$ cat src/rtl/warmboot_seq.sv
// warmboot_seq: keyed warm-boot / BOOTSTS sequencer that owns the
// ICAPE2 bridge bus on behalf of the CPU.
//
// Ports:
//   i_clk, i_reset_n        clock, async active-low reset
//   i_wb_*  / o_wb_*        Wishbone slave (2-bit register select)
//                           0 CTRL/STATUS, 1 WBSTAR, 2 BOOTSTS, 3 zero
//   o_icap_* / i_icap_*     Wishbone master to the ICAPE2 bridge
//   o_busy                  sequencer not idle
//   o_err                   sticky transaction timeout
module warmboot_seq #(
    parameter logic [31:0] DEFAULT_WBSTAR = 32'h0000_0000,
    parameter int unsigned TIMEOUT_LG     = 12
) (
    input  logic        i_clk,
    input  logic        i_reset_n,
    input  logic        i_wb_cyc,
    input  logic        i_wb_stb,
    input  logic        i_wb_we,
    input  logic [1:0]  i_wb_addr,
    input  logic [31:0] i_wb_data,
    output logic        o_wb_ack,
    output logic        o_wb_stall,
    output logic [31:0] o_wb_data,
    output logic        o_icap_cyc,
    output logic        o_icap_stb,
    output logic        o_icap_we,
    output logic [4:0]  o_icap_addr,
    output logic [31:0] o_icap_data,
    input  logic        i_icap_ack,
    input  logic        i_icap_stall,
    input  logic [31:0] i_icap_data,
    output logic        o_busy,
    output logic        o_err
);

    localparam logic [15:0] KEY        = 16'hB007;
    localparam logic [4:0]  REG_WBSTAR = 5'h10;
    localparam logic [4:0]  REG_CMD    = 5'h04;
    localparam logic [4:0]  REG_BOOTST = 5'h16;
    localparam logic [31:0] CMD_IPROG  = 32'h0000_000F;

    // One short of all-ones: the counter reaches all-ones on the
    // same edge that the sequencer gives up.
    localparam logic [TIMEOUT_LG-1:0] TMO_LAST =
        {{(TIMEOUT_LG-1){1'b1}}, 1'b0};

    typedef enum logic [3:0] {
        S_IDLE,
        S_WSTAR_REQ,
        S_WSTAR_WAIT,
        S_GAP,
        S_IPROG_REQ,
        S_IPROG_WAIT,
        S_HALT,
        S_RD_REQ,
        S_RD_WAIT
    } state_t;

    state_t state, state_d;

    logic [TIMEOUT_LG-1:0] tmo_cnt;
    logic [31:0] wbstar;
    logic [31:0] bootsts;
    logic        err;
    logic        active;
    logic        tmo_hit;
    logic        bootsts_ld;

    logic        bus_req;
    logic        bus_wr;
    logic        ctrl_wr;
    logic        idle;
    logic        halted;
    logic        go;
    logic        rdsts;
    logic        clrerr;
    logic [31:0] rd_mux;

    assign bus_req = i_wb_cyc & i_wb_stb;
    assign bus_wr  = bus_req & i_wb_we;
    assign ctrl_wr = bus_wr && (i_wb_addr == 2'd0)
                     && (i_wb_data[31:16] == KEY);
    assign idle    = (state == S_IDLE);
    assign halted  = (state == S_HALT);
    assign go      = ctrl_wr & idle & i_wb_data[0];
    assign rdsts   = ctrl_wr & idle & i_wb_data[1] & ~i_wb_data[0];
    assign clrerr  = ctrl_wr & i_wb_data[2];

    assign o_busy     = ~idle;
    assign o_err      = err;
    assign o_wb_stall = 1'b0;

    always_comb begin
        rd_mux = 32'h0;
        unique case (i_wb_addr)
            2'd0: rd_mux = {29'h0, halted, err, ~idle};
            2'd1: rd_mux = wbstar;
            2'd2: rd_mux = bootsts;
            default: rd_mux = 32'h0;
        endcase
    end

    always_comb begin
        state_d     = state;
        o_icap_cyc  = 1'b0;
        o_icap_stb  = 1'b0;
        o_icap_we   = 1'b0;
        o_icap_addr = 5'h0;
        o_icap_data = 32'h0;
        active      = 1'b0;
        tmo_hit     = 1'b0;
        bootsts_ld  = 1'b0;
        unique case (state)
            S_IDLE: begin
                if (go)
                    state_d = S_WSTAR_REQ;
                else if (rdsts)
                    state_d = S_RD_REQ;
            end
            S_WSTAR_REQ: begin
                active      = 1'b1;
                o_icap_cyc  = 1'b1;
                o_icap_stb  = 1'b1;
                o_icap_we   = 1'b1;
                o_icap_addr = REG_WBSTAR;
                o_icap_data = wbstar;
                if (!i_icap_stall)
                    state_d = S_WSTAR_WAIT;
            end
            S_WSTAR_WAIT: begin
                active     = 1'b1;
                o_icap_cyc = 1'b1;
                if (i_icap_ack)
                    state_d = S_GAP;
            end
            // Guarantees a cyc-low cycle between the two writes.
            S_GAP: state_d = S_IPROG_REQ;
            S_IPROG_REQ: begin
                active      = 1'b1;
                o_icap_cyc  = 1'b1;
                o_icap_stb  = 1'b1;
                o_icap_we   = 1'b1;
                o_icap_addr = REG_CMD;
                o_icap_data = CMD_IPROG;
                if (!i_icap_stall)
                    state_d = S_IPROG_WAIT;
            end
            S_IPROG_WAIT: begin
                active     = 1'b1;
                o_icap_cyc = 1'b1;
                if (i_icap_ack)
                    state_d = S_HALT;
            end
            // The FPGA reconfigures from here; only reset leaves.
            S_HALT: state_d = S_HALT;
            S_RD_REQ: begin
                active      = 1'b1;
                o_icap_cyc  = 1'b1;
                o_icap_stb  = 1'b1;
                o_icap_addr = REG_BOOTST;
                if (!i_icap_stall)
                    state_d = S_RD_WAIT;
            end
            S_RD_WAIT: begin
                active     = 1'b1;
                o_icap_cyc = 1'b1;
                if (i_icap_ack) begin
                    bootsts_ld = 1'b1;
                    state_d    = S_IDLE;
                end
            end
            default: state_d = S_IDLE;
        endcase
        // Timeout beats a same-cycle ack.
        if (active && (tmo_cnt == TMO_LAST)) begin
            tmo_hit    = 1'b1;
            bootsts_ld = 1'b0;
            state_d    = S_IDLE;
        end
    end

    always_ff @(posedge i_clk or negedge i_reset_n) begin
        if (!i_reset_n) begin
            state   <= S_IDLE;
            tmo_cnt <= '0;
        end else begin
            state <= state_d;
            // Every REQ is entered from a non-active state, so the
            // counter is already zero on entry.
            if (active)
                tmo_cnt <= tmo_cnt + 1'b1;
            else
                tmo_cnt <= '0;
        end
    end

    always_ff @(posedge i_clk or negedge i_reset_n) begin
        if (!i_reset_n) begin
            err     <= 1'b0;
            wbstar  <= DEFAULT_WBSTAR;
            bootsts <= 32'h0;
        end else begin
            if (tmo_hit)
                err <= 1'b1;
            else if (clrerr)
                err <= 1'b0;
            if (bus_wr && (i_wb_addr == 2'd1) && idle)
                wbstar <= i_wb_data;
            if (bootsts_ld)
                bootsts <= i_icap_data;
        end
    end

    always_ff @(posedge i_clk or negedge i_reset_n) begin
        if (!i_reset_n) begin
            o_wb_ack  <= 1'b0;
            o_wb_data <= 32'h0;
        end else begin
            o_wb_ack  <= bus_req;
            o_wb_data <= (bus_req && !i_wb_we) ? rd_mux : 32'h0;
        end
    end

endmodule

$ cat config.mk
export PLATFORM = sky130hd
export DESIGN_NAME = warmboot_seq
export DESIGN_NICKNAME = d
export VERILOG_FILES = /design/src/rtl/warmboot_seq.sv
export SDC_FILE = /design/constraint.sdc
export NUM_CORES = 1
export LEC_CHECK = 0
export BUFFER_PORTS_ARGS = -buffer_cell sky130_fd_sc_hd__buf_2
export CAP_MARGIN = 25
export CORE_ASPECT_RATIO = 2
export CORE_MARGIN = 2
export CORE_UTILIZATION = 35
export DETAILED_ROUTE_END_ITERATION = 8
export PLACE_DENSITY = 0.67
export SLEW_MARGIN = 20
export SYNTH_ARGS = -nofsm -noshare
export SYNTH_HDL_FRONTEND = slang
export SYNTH_SLANG_ARGS = --single-unit
$ cat constraint.sdc
create_clock -name i_clk -period 2.5 [get_ports i_clk]
set_clock_uncertainty 0.2 [all_clocks]
set_input_delay 0.5 -clock i_clk [delete_from_list [all_inputs] [get_ports i_clk]]
set_output_delay 0.5 -clock i_clk [all_outputs]
set_load 0.05 [all_outputs]
Word level (Yosys, flattened, before mapping):

Cells that the tools add are included.

* register bits after elaboration: 114
* input bits: 73
* output and inout bits: 76
* word-level logic and storage cells: 74

* $add $sub $neg: 1
* eq/ne operators: 19
* multiplexer cells: 24
* bitwise logic cells: 9
* reduce and logical (&&, ||, !) cells: 14

Operators with widths (count)
* $pmux W32 S3: 1
* $pmux W32 S2: 1
* $mux W4: 9
* $pmux W4 S9: 1
* $mux W32: 1
* $ne A3 B3 Y1 const B: 6
* $eq A16 B16 Y1 const B: 1
* $eq A4 B3 Y1 const B: 4
* $pmux W5 S3: 1
* $add A12 B1 Y12 const B: 1
* $eq A12 B12 Y1 const B: 1
* $mux W12: 1
* $mux W1: 9
* $eq A4 B2 Y1 const B: 2
* $and A1 B1 Y1: 7
* $reduce_and A7 Y1: 1
* $logic_and A1 B1 Y1: 6
* $reduce_or A6 Y1: 1
* $eq A4 B1 Y1 const B: 1
* $eq A4 B4 Y1 const B: 1
* $logic_not A4 Y1: 1
* $ne A4 B1 Y1 const B: 1
* $reduce_or A3 Y1: 1
* $eq A2 B1 Y1 const B: 1
* other kinds (6): 7

Longest topological paths before layout:

Gate-level depths: netlist of the first run.

* word-level depth: 11
* mapped depth: 7
* gate-level depth less buffers: 7

Worst setup path before layout of the first run:

OpenSTA, ideal clock, no wires.

* path kind: reg-to-output
* start: register state[1]
* end: output o_icap_addr[4]
* arrival time: 2.044 ns
* required time: 1.800 ns
* path slack: -0.244 ns
* stages on the path, launching flop included: 5
* path buffers: 2
* cell sequence: dfrtp_1 clkbuf_2 or2_2 clkbuf_1 o21ai_0

* longest elaborated chain between the ends: 2
* elaborated cells on any way between the ends: 4
* classes of those cells: eq/ne (3); mux (1)

Ends and longest elaborated chain
* from (decl): RTL line 60 `state_t state, state_d;`
* from (signal assigned): RTL line 188 `state <= state_d;`
* $eq A4 B3 Y1 / $eq A4 B1 Y1 (equally long branches): RTL line 114 `unique case (state)`
* $pmux W5 S3 *: RTL line 114
* to (decl): RTL line 28 `output logic [4:0] o_icap_addr,`

Every way passes the cells marked *; elsewhere a longest branch is shown, timed or not.

Worst setup path in the final report of the first run:

* start: register state[1]
* end: output o_icap_data[26]

* longest elaborated chain between the ends: 2
* elaborated cells on any way between the ends: 3
* classes of those cells: eq/ne (2); mux (1)

Ends and longest elaborated chain
* $eq A4 B3 Y1 / $eq A4 B1 Y1 (equally long branches): RTL line 114
* $pmux W32 S2 *: RTL line 114
* to (decl): RTL line 29 `output logic [31:0] o_icap_data,`

Marked as above.

==> PnR_summary.wiki, run 1 <==
{| class="wikitable"
! Metric !! Value
|-
| Relative slew margins || 64.03%
|-
| Routability Congestion || roughly 0.94
|-
| # H-tree levels || 4
|-
| CTS root buffer || sky130_fd_sc_hd__clkbuf_16
|-
| Count of different cell masters after synthesis || 56
|-
| Post-detailed-placement half-perimeter wirelength || roughly 10 mm
|-
| Mapped Cells || between 400 and 500
|-
| Row Count || between 60 and 70
|-
| Startpoint kind of the worst setup timing path || flop
|-
| Largest net degree at the start of global routing || a little under 60
|-
| Max-Cap Viols || 0
|-
| Width of the chip || slightly below 90 um
|-
| Maximum clock frequency || 385.4 MHz
|-
| Synth-to-layout area growth || 46.83%
|-
| Ranking of synthesized cells by area || sky130_fd_sc_hd__dfrtp_1, sky130_fd_sc_hd__mux2_2, sky130_fd_sc_hd__a22oi_1
|-
| Uppermost layer routed || met4
|-
| Post-Syn Area || 0.005092 sq mm
|-
| Met3 wire len || approximately 860 um
|-
| Synthesized area per cell || 11.71 sq um
|-
| Final Non-Filler Cells || 818
|-
| Overall overflow remaining after global route || 0
|-
| Wire length of the first global-routing pass || ~23 mm
|-
| Number of top-level pins || approximately 150
|-
| Initial antenna violation count || 0
|-
| Via count of the first global-routing pass || about 4.5k
|-
| Biggest fanout along the worst timing path || 6
|-
| Register clock-pin slew on the reported worst setup and hold paths || 0.06 ns
|-
| Top FF cell, synth || sky130_fd_sc_hd__dfrtp_1
|-
| Worst-case vdd ir drop || about 0.49 mV
|-
| Number of synthesized flops with an enable pin || 0
|-
| Post-synthesis register bit count || 114
|-
| Total via count after detailed routing || between 4k and 5k
|-
| Total die area || approximately 0.016 sq mm
|-
| Worst Tran Pin Value || roughly 0.54 ns
|-
| Number of clock sinks || between 100 and 150
|-
| Endpoints failing hold || 0
|-
| Share of layout cells above drive strength 1 || 53.04%
|-
| Skew-Pair Late Insertion Delay || between 0.4 and 0.5 ns
|-
| Antenna fix cells || 0
|-
| Via density per instance || 5.121
|-
| Total routing usage reported by global routing || between 20 and 25%
|-
| Floorplan core area || 0.01427 sq mm
|-
| Final setup violation count || 29
|-
| Period minus WS final || 2.595 ns
|-
| Total routed wirelength || between 15 and 20 mm
|-
| Cell taking the most area after synthesis || sky130_fd_sc_hd__dfrtp_1
|-
| Number of cells after detailed placement || roughly 770
|-
| Routed wl met2 || 8.997 mm
|-
| Final routed DRC violation total || 0
|-
| Violations in the final reports || setup timing
|-
| Vert. Die Dim || between 150 and 200 um
|-
| Number of search-and-repair iterations in the first detailed-routing pass || 5
|-
| Power per standard cell area || between 1000 and 1500 mW/mm^2
|-
| CTS buffer count || 17
|-
| Number of buffers inserted by port buffering || about 150
|-
| Initial Utilization || about 36%
|-
| Worst endpoint data arrival time || about 1.9 ns
|-
| Iteration-0 DRC Markers || approximately 200
|-
| Capturing element type of the critical path || output pin
|-
| Outcome || finished, violations left
|-
| Unrepaired setup endpoints after global routing || true
|-
| Metal1 wirelength || 5.348 mm
|-
| TritonCTS clock tree || done
|-
| # nets final || about 700
|-
| Critical path class || flop to output pin
|-
| Hold Crit Class || input pin to flop
|-
| Deepest clock path buffer count || 2
|-
| Setup TNS after final layout || -1.811 ns
|-
| Async SR Flop Fraction || between 90% and 100%
|-
| Share of the clock period used by the worst path || 103.8%
|-
| Top-area cell type share of the netlist area || 56.02%
|-
| Antenna Violating Nets Remaining || 0
|-
| Data required time of the worst path || roughly 1.8 ns
|-
| Drt wl/cell || slightly below 20 um
|-
| Final Worst Setup Slack || -0.09472 ns
|-
| Yosys warnings || 0
|-
| Standby leakage power || 3.642 nW
|-
| Register area share after synthesis || a little under three fifths
|-
| Number of max-slew violations in the final report || 0
|}
sequential cells by signal, indices dropped and copies added, names as in the netlist:
register,flops
bootsts,32
o_wb_data,32
wbstar,32
tmo_cnt,12
state,4
o_err,1
o_wb_ack,1
cells by family after synthesis:
kind of cell / Yosys count / synth area share (%)
and+or+nand+nor: 143 / 14.84
DFF: 114 / 56.02
muxes: 66 / 14.55
AOI/OAI and AO/OA: 63 / 8.698
buffers and inverters: 35 / 3.415
xor gates and xnor gates: 10 / 1.720
adders and majority gates: 3 / 0.6879
other: 1 / 0.07364
worst max-delay path: stages (launching register included):
cell and delay [ns]:
sky130_fd_sc_hd__dfrtp_2 0.45, sky130_fd_sc_hd__or2_4 0.26, sky130_fd_sc_hd__nor2_4 0.17, sky130_fd_sc_hd__buf_12 0.15, sky130_fd_sc_hd__clkbuf_16 0.15, sky130_fd_sc_hd__and2_4 0.15
sky130_fd_sc_hd__buf_8 0.14
report_power, final:
group          leakage [nW]  total, W  internal, W  switching, W
clock                 0.307   0.00262      0.00171      0.000917
sequential             1.55   0.00270      0.00232      0.000374
combinational          1.78   0.00292      0.00132       0.00160
Yosys cell counts (2+ instances only):
cell and count:
sky130_fd_sc_hd__buf_2 6, sky130_fd_sc_hd__or3_1 2, sky130_fd_sc_hd__a311oi_1 2, sky130_fd_sc_hd__nor3_1 3
sky130_fd_sc_hd__xor2_1 5, sky130_fd_sc_hd__nor4_1 2, sky130_fd_sc_hd__nand2b_1 2, sky130_fd_sc_hd__or2_2 2
sky130_fd_sc_hd__a21oi_1 10, sky130_fd_sc_hd__nand4b_1 2, sky130_fd_sc_hd__mux2_2 62, sky130_fd_sc_hd__and2_1 30
sky130_fd_sc_hd__buf_6 3, sky130_fd_sc_hd__mux2_1 2, sky130_fd_sc_hd__buf_4 3, sky130_fd_sc_hd__nand3_1 11
sky130_fd_sc_hd__o21ai_0 5, sky130_fd_sc_hd__nand2_1 19, sky130_fd_sc_hd__a22oi_1 30, sky130_fd_sc_hd__dfrtp_1 114
sky130_fd_sc_hd__nor2b_1 4, sky130_fd_sc_hd__inv_1 6, sky130_fd_sc_hd__nor2_1 54, sky130_fd_sc_hd__mux2i_1 2
sky130_fd_sc_hd__nand4_1 2, sky130_fd_sc_hd__clkbuf_1 16, sky130_fd_sc_hd__xnor2_1 5, sky130_fd_sc_hd__ha_1 2
sky130_fd_sc_hd__o22ai_1 2
metrics by stage:
step	area [sq um]	setup slack (ns)	hold slack, ns	util, %	total power (W)
2_1_floorplan	5127	0.01262	0.004409	-	0.004316
3_3_place_gp	6245	-0.01149	0.2078	43.75	0.004944
3_5_place_dp	6245	-0.05926	0.2163	43.75	0.005022
4_1_cts	7302	-0.05752	0.1046	51.16	0.008035
5_1_grt	7477	-0.1427	0.09770	52.38	0.008623
6_report	7477	-0.09472	0.1157	52.38	0.008240
cells in the final DEF (no fill, tap or decap), types with 5 or more instances in the layout:
cell                        count
sky130_fd_sc_hd__dfrtp_1      111
sky130_fd_sc_hd__buf_2        109
sky130_fd_sc_hd__mux2_2        62
sky130_fd_sc_hd__nor2_1        50
sky130_fd_sc_hd__a22oi_1       30
sky130_fd_sc_hd__buf_4         30
sky130_fd_sc_hd__and2_4        28
sky130_fd_sc_hd__buf_8         28
sky130_fd_sc_hd__clkbuf_16     19
sky130_fd_sc_hd__nand2_1       17
sky130_fd_sc_hd__a21oi_1       10
sky130_fd_sc_hd__nand3_1       10
sky130_fd_sc_hd__buf_12         9
sky130_fd_sc_hd__inv_1          6
sky130_fd_sc_hd__xor2_1         5
sky130_fd_sc_hd__xnor2_1        5
worst paths after layout:
check,start,to,slack (ns),cells after the start
max,state[1],o_icap_data[26],-0.09,6
min,i_icap_data[26],bootsts[26],0.12,2
max reg2reg,state[2],state[0],0.09,6
min reg2reg,bootsts[9],bootsts[9],0.31,1
max in group asynchronous,i_reset_n,state[0],1.15,3
min in group asynchronous,i_reset_n,o_wb_data[3],0.33,2
per-layer routing:
| metal | GRT usage (%) | vias up |
|---|---|---|
| met5 | 0 | - |
| met4 | 9.453 | 0 |
| met3 | 5.054 | 41 |
| met2 | 36.91 | 166 |
| met1 | 21.08 | 2102 |
| li1 | - | 1880 |
area by class of cell:
cell class                 count  area, sq um
fill                        1286         6797
inverter                       6        22.52
sequential                   114         2856
clock buffer                  18        439.2
tap                          192        240.2
clock inverter                14        201.4
timing repair buffer         186         1495
multi-input combinational    288         2222
what timing repair did:
action                                  4_1_cts  5_1_grt
hold endpoints to repair                     19        0
endpoints found under the setup margin       37       38
cloned                                        1        2
gates resized for setup                      98       43
pin swaps                                     6        4
buffers inserted                              8        2
hold buffers                                  1        0
(Power assumes the default switching activity.)
==> run 2: changes to the inputs <==
- PLACE_DENSITY: 0.67 -> default
- PLACE_DENSITY_LB_ADDON: default -> 0.3
==> PnR_summary.wiki, run 2 (same netlist as run 1, synthesis figures left out) <==
{| class="wikitable"
! Metric !! Value
|-
| Relative slew margins || a little over half
|-
| # H-tree levels || 4
|-
| Deepest clock path buffer count || 2
|-
| Width of the chip || slightly below 90 um
|-
| Area occupied by multi-input gates || between 0.002 and 0.0025 sq mm
|-
| Number of max-slew violations in the final report || 0
|-
| Iteration-0 DRC Markers || between 150 and 200
|-
| Total routing usage reported by global routing || between 20% and 30%
|-
| Initial antenna violation count || 0
|-
| Via count of the first global-routing pass || around 4.6k
|-
| Total via count after detailed routing || between 4k and 5k
|-
| Vert. Die Dim || about 170 um
|-
| Endpoints failing hold || 0
|-
| Final Worst Setup Slack || -0.07380 ns
|-
| Total routed wirelength || between 15 and 20 mm
|-
| CTS root buffer || sky130_fd_sc_hd__clkbuf_16
|-
| Share of the clock period used by the worst path || 103.0%
|-
| Number of search-and-repair iterations in the first detailed-routing pass || 5
|-
| Worst-case vdd ir drop || between 0.5 and 0.6 mV
|-
| Data required time of the worst path || ~1.8 ns
|-
| Initial Utilization || 35.68%
|-
| Floorplan core area || between 0.01 and 0.015 sq mm
|-
| Overall power || a little over 0.008 W
|-
| Antenna fix cells || 0
|-
| Reg-to-reg startpoint || state[0]
|-
| Outcome || finished, violations left
|-
| Termination of the worst setup path || o_icap_cyc
|-
| Via density per instance || 5.191
|-
| Violations in the final reports || setup timing
|-
| TritonCTS clock tree || done
|-
| Share of layout cells above drive strength 1 || a little over half
|-
| Critical path class || flop to output pin
|-
| Hold Crit Class || input pin to flop
|-
| Post-placement cell area || 0.006227 sq mm
|-
| Row Count || 62
|-
| # nets final || approximately 700
|-
| Leading cell type in the layout, fill and taps excluded || sky130_fd_sc_hd__dfrtp_1
|-
| Post-detailed-placement half-perimeter wirelength || approximately 11 mm
|-
| CTS buffer count || 17
|-
| Number of clock sinks || 114
|-
| Critical path launch point || state[0]
|-
| Drt wl/cell || between 15 and 20 um
|-
| Worst endpoint data arrival time || roughly 1.9 ns
|-
| Power per standard cell area || 1106 mW/mm^2
|-
| Final standard cell area without fillers || 0.007470 sq mm
|-
| Wire length of the first global-routing pass || around 24 mm
|-
| Routability Congestion || ~0.96
|-
| Synth-to-layout area growth || 46.68%
|-
| Final setup violation count || 14
|-
| Final routed DRC violation total || 0
|-
| Register area || 0.002855 sq mm
|-
| Total die area || 0.01559 sq mm
|-
| Overall overflow remaining after global route || 0
|-
| Crit Reg-Reg Endpoint || state[0]
|-
| Unrepaired setup endpoints after global routing || true
|-
| Maximum clock frequency || 388.5 MHz
|-
| Period minus WS final || 2.574 ns
|-
| Skew-Pair Late Insertion Delay || 0.41 ns
|-
| Most used cells in the layout excluding fill and tap cells || sky130_fd_sc_hd__dfrtp_1, sky130_fd_sc_hd__buf_2, sky130_fd_sc_hd__mux2_2
|-
| Worst Tran Pin Value || just under 0.7 ns
|-
| Capturing element type of the critical path || output pin
|-
| Fill cells || about 1.3k
|-
| Reg2reg path depth || 7
|-
| Largest net degree at the start of global routing || between 40 and 50
|-
| Max-Cap Viols || 0
|-
| Standby leakage power || 3.653 nW
|-
| Register clock-pin slew on the reported worst setup and hold paths || ~0.06 ns
|-
| Biggest fanout along the worst timing path || 3
|-
| Number of top-level pins || between 100 and 150
|-
| Number of buffers inserted by port buffering || between 100 and 150
|-
| Registers with the highest flip-flop counts || bootsts: 32 flops, o_wb_data: 32 flops, wbstar: 32 flops
|-
| Startpoint kind of the worst setup timing path || flop
|-
| Minimum setup slack among reg-to-reg paths || roughly 0.090 ns
|-
| Antenna Violating Nets Remaining || 0
|}
-- run 2: critical path, stage by stage (launching register included) --
cell	delay [ns]
sky130_fd_sc_hd__dfrtp_1	0.42
sky130_fd_sc_hd__buf_6	0.15
sky130_fd_sc_hd__or3b_4	0.40
sky130_fd_sc_hd__a31oi_4	0.17
sky130_fd_sc_hd__nor2_2	0.08
sky130_fd_sc_hd__inv_1	0.08
sky130_fd_sc_hd__buf_6	0.16
-- run 2: how the worst min path moves through the flow --
stage                         start          end  slack (ns)  cells after the start
CTS                   i_wb_data[12]   wbstar[12]        0.10                      2
global route          i_wb_data[13]   wbstar[13]        0.11                      2
finish              i_icap_data[23]  bootsts[23]        0.12                      2
floorplan                 i_reset_n   bootsts[0]       0.004                      0
detailed placement       bootsts[2]   bootsts[2]        0.30                      1
global placement        bootsts[12]  bootsts[12]        0.29                      1
-- run 2: where the power goes --
group / switching, W / internal, W / total (W) / leakage [nW]
Clock: 0.000881 / 0.00159 / 0.00247 / 0.288
Sequential: 0.000351 / 0.00232 / 0.00267 / 1.55
Combinational: 0.00171 / 0.00142 / 0.00313 / 1.81
-- run 2: timing repair --
action	in CTS	in global routing
buffers inserted	12	3
hold buffers	1	0
gates resized for setup	118	51
gates cloned	2	0
endpoints found under the setup margin	37	37
hold endpoints to repair	37	0
pin swaps	19	5
-- run 2: area by class of cell --
class / count / area share, %
inverter: 6 / 0.3015
tap: 192 / 3.216
clock buffer: 18 / 5.879
timing repair buffer: 190 / 19.92
clock inverter: 13 / 2.178
multi-input combinational: 288 / 30.28
sequential: 114 / 38.22
-- run 2: per-stage QoR --
stage               worst slack [ns]  setup TNS [ns]  util (%)  std cells  hold WS, ns
global route                 -0.1030          -1.319     52.33        821       0.1110
global placement             0.02437               0     43.63        774       0.2911
CTS                         -0.05670          -1.046     51.34        820       0.1038
finish                      -0.07380         -0.2066     52.33        821       0.1183
detailed placement          -0.03147        -0.03147     43.63        774       0.2962
floorplan                    0.01262               0         -        437     0.004409
-- run 2: layer usage --
layer  up-vias  track usage (%)  wire length [um]
li1       1889                -                 -
met1      2159            21.12              5215
met2       170            39.66              9265
met3        44            3.968               665
met4         0            11.50               773
met5         -                0                 0
==> run 3: changes to the inputs <==
==> constraint.sdc (replaced) <==
create_clock -name i_clk -period 2.5 [get_ports i_clk]
set_clock_uncertainty 0.2 [all_clocks]
set_input_delay 0.125 -clock i_clk [delete_from_list [all_inputs] [get_ports i_clk]]
set_output_delay 0.125 -clock i_clk [all_outputs]
set_load 0.05 [all_outputs]
==> PnR_summary.wiki, run 3 (same netlist as run 1, synthesis figures left out) <==
{| class="wikitable"
! Metric !! Value
|-
| Deepest clock path buffer count || 2
|-
| Minimum setup slack among reg-to-reg paths || 0.23 ns
|-
| Worst-case vdd ir drop || approximately 0.54 mV
|-
| TritonCTS clock tree || done
|-
| Register clock-pin slew on the reported worst setup and hold paths || around 0.06 ns
|-
| Capturing element type of the critical path || output pin
|-
| Total routed wirelength || between 15 and 20 mm
|-
| Max-Cap Viols || 0
|-
| Via count of the first global-routing pass || 4,823
|-
| Total die area || 0.01559 sq mm
|-
| Setup TNS after final layout || 0 ns
|-
| Relative slew margins || a little over half
|-
| Unrepaired setup endpoints after global routing || false
|-
| Global-route layer with the greatest usage || met2
|-
| Number of search-and-repair iterations in the first detailed-routing pass || 4
|-
| Register area || ~0.0029 sq mm
|-
| Global-route met2 utilization || 36.60%
|-
| Worst endpoint data arrival time || between 2 and 2.5 ns
|-
| Final setup violation count || 0
|-
| Number of clock sinks || ~110
|-
| CTS root buffer || sky130_fd_sc_hd__clkbuf_16
|-
| Wire length of the first global-routing pass || roughly 24 mm
|-
| Area occupied by multi-input gates || roughly 0.0021 sq mm
|-
| Antenna Violating Nets Remaining || 0
|-
| Data required time of the worst path || between 2 and 2.5 ns
|-
| Post-detailed-placement half-perimeter wirelength || 10.55 mm
|-
| Startpoint kind of the worst setup timing path || flop
|-
| Initial antenna violation count || 0
|-
| Standby leakage power || around 3.6 nW
|-
| Width of the chip || approximately 90 um
|-
| Antenna fix cells || 0
|-
| Number of max-slew violations in the final report || 0
|-
| Most used cells in the layout excluding fill and tap cells || sky130_fd_sc_hd__buf_2, sky130_fd_sc_hd__dfrtp_1, sky130_fd_sc_hd__dlygate4sd3_1
|-
| # H-tree levels || 4
|-
| Total via count after detailed routing || ~4.3k
|-
| Reg-to-reg startpoint || state[2]
|-
| Setup Buffers After CTS || 0
|-
| Outcome || complete, no violations
|-
| Largest net degree at the start of global routing || 53
|-
| Final routed DRC violation total || 0
|-
| Via density per instance || 5.029
|-
| Worst Tran Pin Value || roughly 0.7 ns
|-
| Final design utilization || 52.37%
|-
| Hold Crit Class || input pin to flop
|-
| Met1 usage in global routing || about a fifth
|-
| Share of layout cells above drive strength 1 || around two fifths
|-
| CTS buffer count || 17
|-
| Share of the clock period used by the worst path || between 90% and 100%
|-
| Skew-Pair Late Insertion Delay || around 0.41 ns
|-
| Floorplan core area || around 0.014 sq mm
|-
| Biggest fanout along the worst timing path || 8
|-
| Maximum clock frequency || 408.9 MHz
|-
| Endpoints failing hold || 0
|-
| Initial Utilization || between 30% and 40%
|-
| # nets final || around 730
|-
| Fill cells || between 1k and 1.5k
|-
| Met3 Usage GRT || under 10%
|-
| Number of top-level pins || 149
|-
| Overall overflow remaining after global route || 0
|-
| Drt wl/cell || 17.75 um
|-
| Iteration-0 DRC Markers || 170
|-
| Termination of the worst setup path || o_icap_cyc
|-
| Critical path class || flop to output pin
|-
| Vert. Die Dim || approximately 170 um
|-
| Number of buffers inserted by port buffering || between 100 and 150
|-
| Leading cell type in the layout, fill and taps excluded || sky130_fd_sc_hd__buf_2
|-
| Reg2reg path depth || 6
|-
| Routability Congestion || about 0.9
|-
| Critical path launch point || state[2]
|-
| Row Count || 62
|-
| Power per standard cell area || between 900 and 1000 mW/mm^2
|-
| Total routing usage reported by global routing || roughly 20%
|-
| Synth-to-layout area growth || 46.78%
|-
| Registers with the highest flip-flop counts || bootsts: 32 flops, o_wb_data: 32 flops, wbstar: 32 flops
|-
| Period minus WS final || 2.446 ns
|-
| Crit Reg-Reg Endpoint || bootsts[3]
|}
-- run 3: through the flow --
step                      power (W)  area (sq um)  hold slack [ns]  setup WS, ns  std cells
after global routing       0.007751          7475          0.04623      0.005170        864
final                      0.007410          7475          0.04289       0.05442        864
after CTS                  0.007406          7417          0.01958      0.004784        864
after global placement     0.004911          6112         0.008367        0.2990        762
after floorplan            0.004308          5102          -0.3706        0.1051        437
after detailed placement   0.004997          6112          0.02310        0.2436        762
-- run 3: repair_timing --
item	CTS	global route
resized for setup	18	18
hold buffers	70	0
setup endpoints to repair	18	30
hold endpoints to repair	119	0
pin swaps	0	0
-- run 3: routing by layer --
metal,vias to the layer above,share of wire (%)
met5,-,0
met4,0,5.7
met3,54,3.3
met2,145,56
met1,2177,35
li1,1969,-
-- run 3: power breakdown --
part / internal [W] / switching (W)
clock: 0.00137 / 0.000908
combinational: 0.000986 / 0.00149
sequential: 0.00232 / 0.000332
total: 0.00468 / 0.00273
-- run 3: worst min path at each step --
stage | from | end | slack, ns | cells past startpoint
floorplan | i_reset_n | bootsts[0] | -0.37 | 0
CTS | i_wb_addr[1] | o_wb_data[2] | 0.02 | 4
finish | i_wb_addr[1] | o_wb_data[2] | 0.04 | 4
detailed placement | i_reset_n | o_wb_data[4] | 0.02 | 1
global route | i_wb_addr[1] | o_wb_data[2] | 0.05 | 4
global placement | i_reset_n | o_wb_data[6] | 0.008 | 1
-- run 3: critical path: stages (launching register included) --
cell and delay (ns):
sky130_fd_sc_hd__dfrtp_2 0.46, sky130_fd_sc_hd__buf_4 0.18, sky130_fd_sc_hd__or3b_2 0.47, sky130_fd_sc_hd__a31oi_2 0.23, sky130_fd_sc_hd__nor2_1 0.13, sky130_fd_sc_hd__inv_1 0.09
sky130_fd_sc_hd__buf_6 0.16
-- run 3: area by class of cell --
type                       count  share of cell area (%)
sequential                   114                   38.18
clock inverter                15                   1.791
tap                          192                   3.214
timing repair buffer         232                   22.61
clock buffer                  17                   5.691
inverter                       6                  0.3013
multi-input combinational    288                   28.21
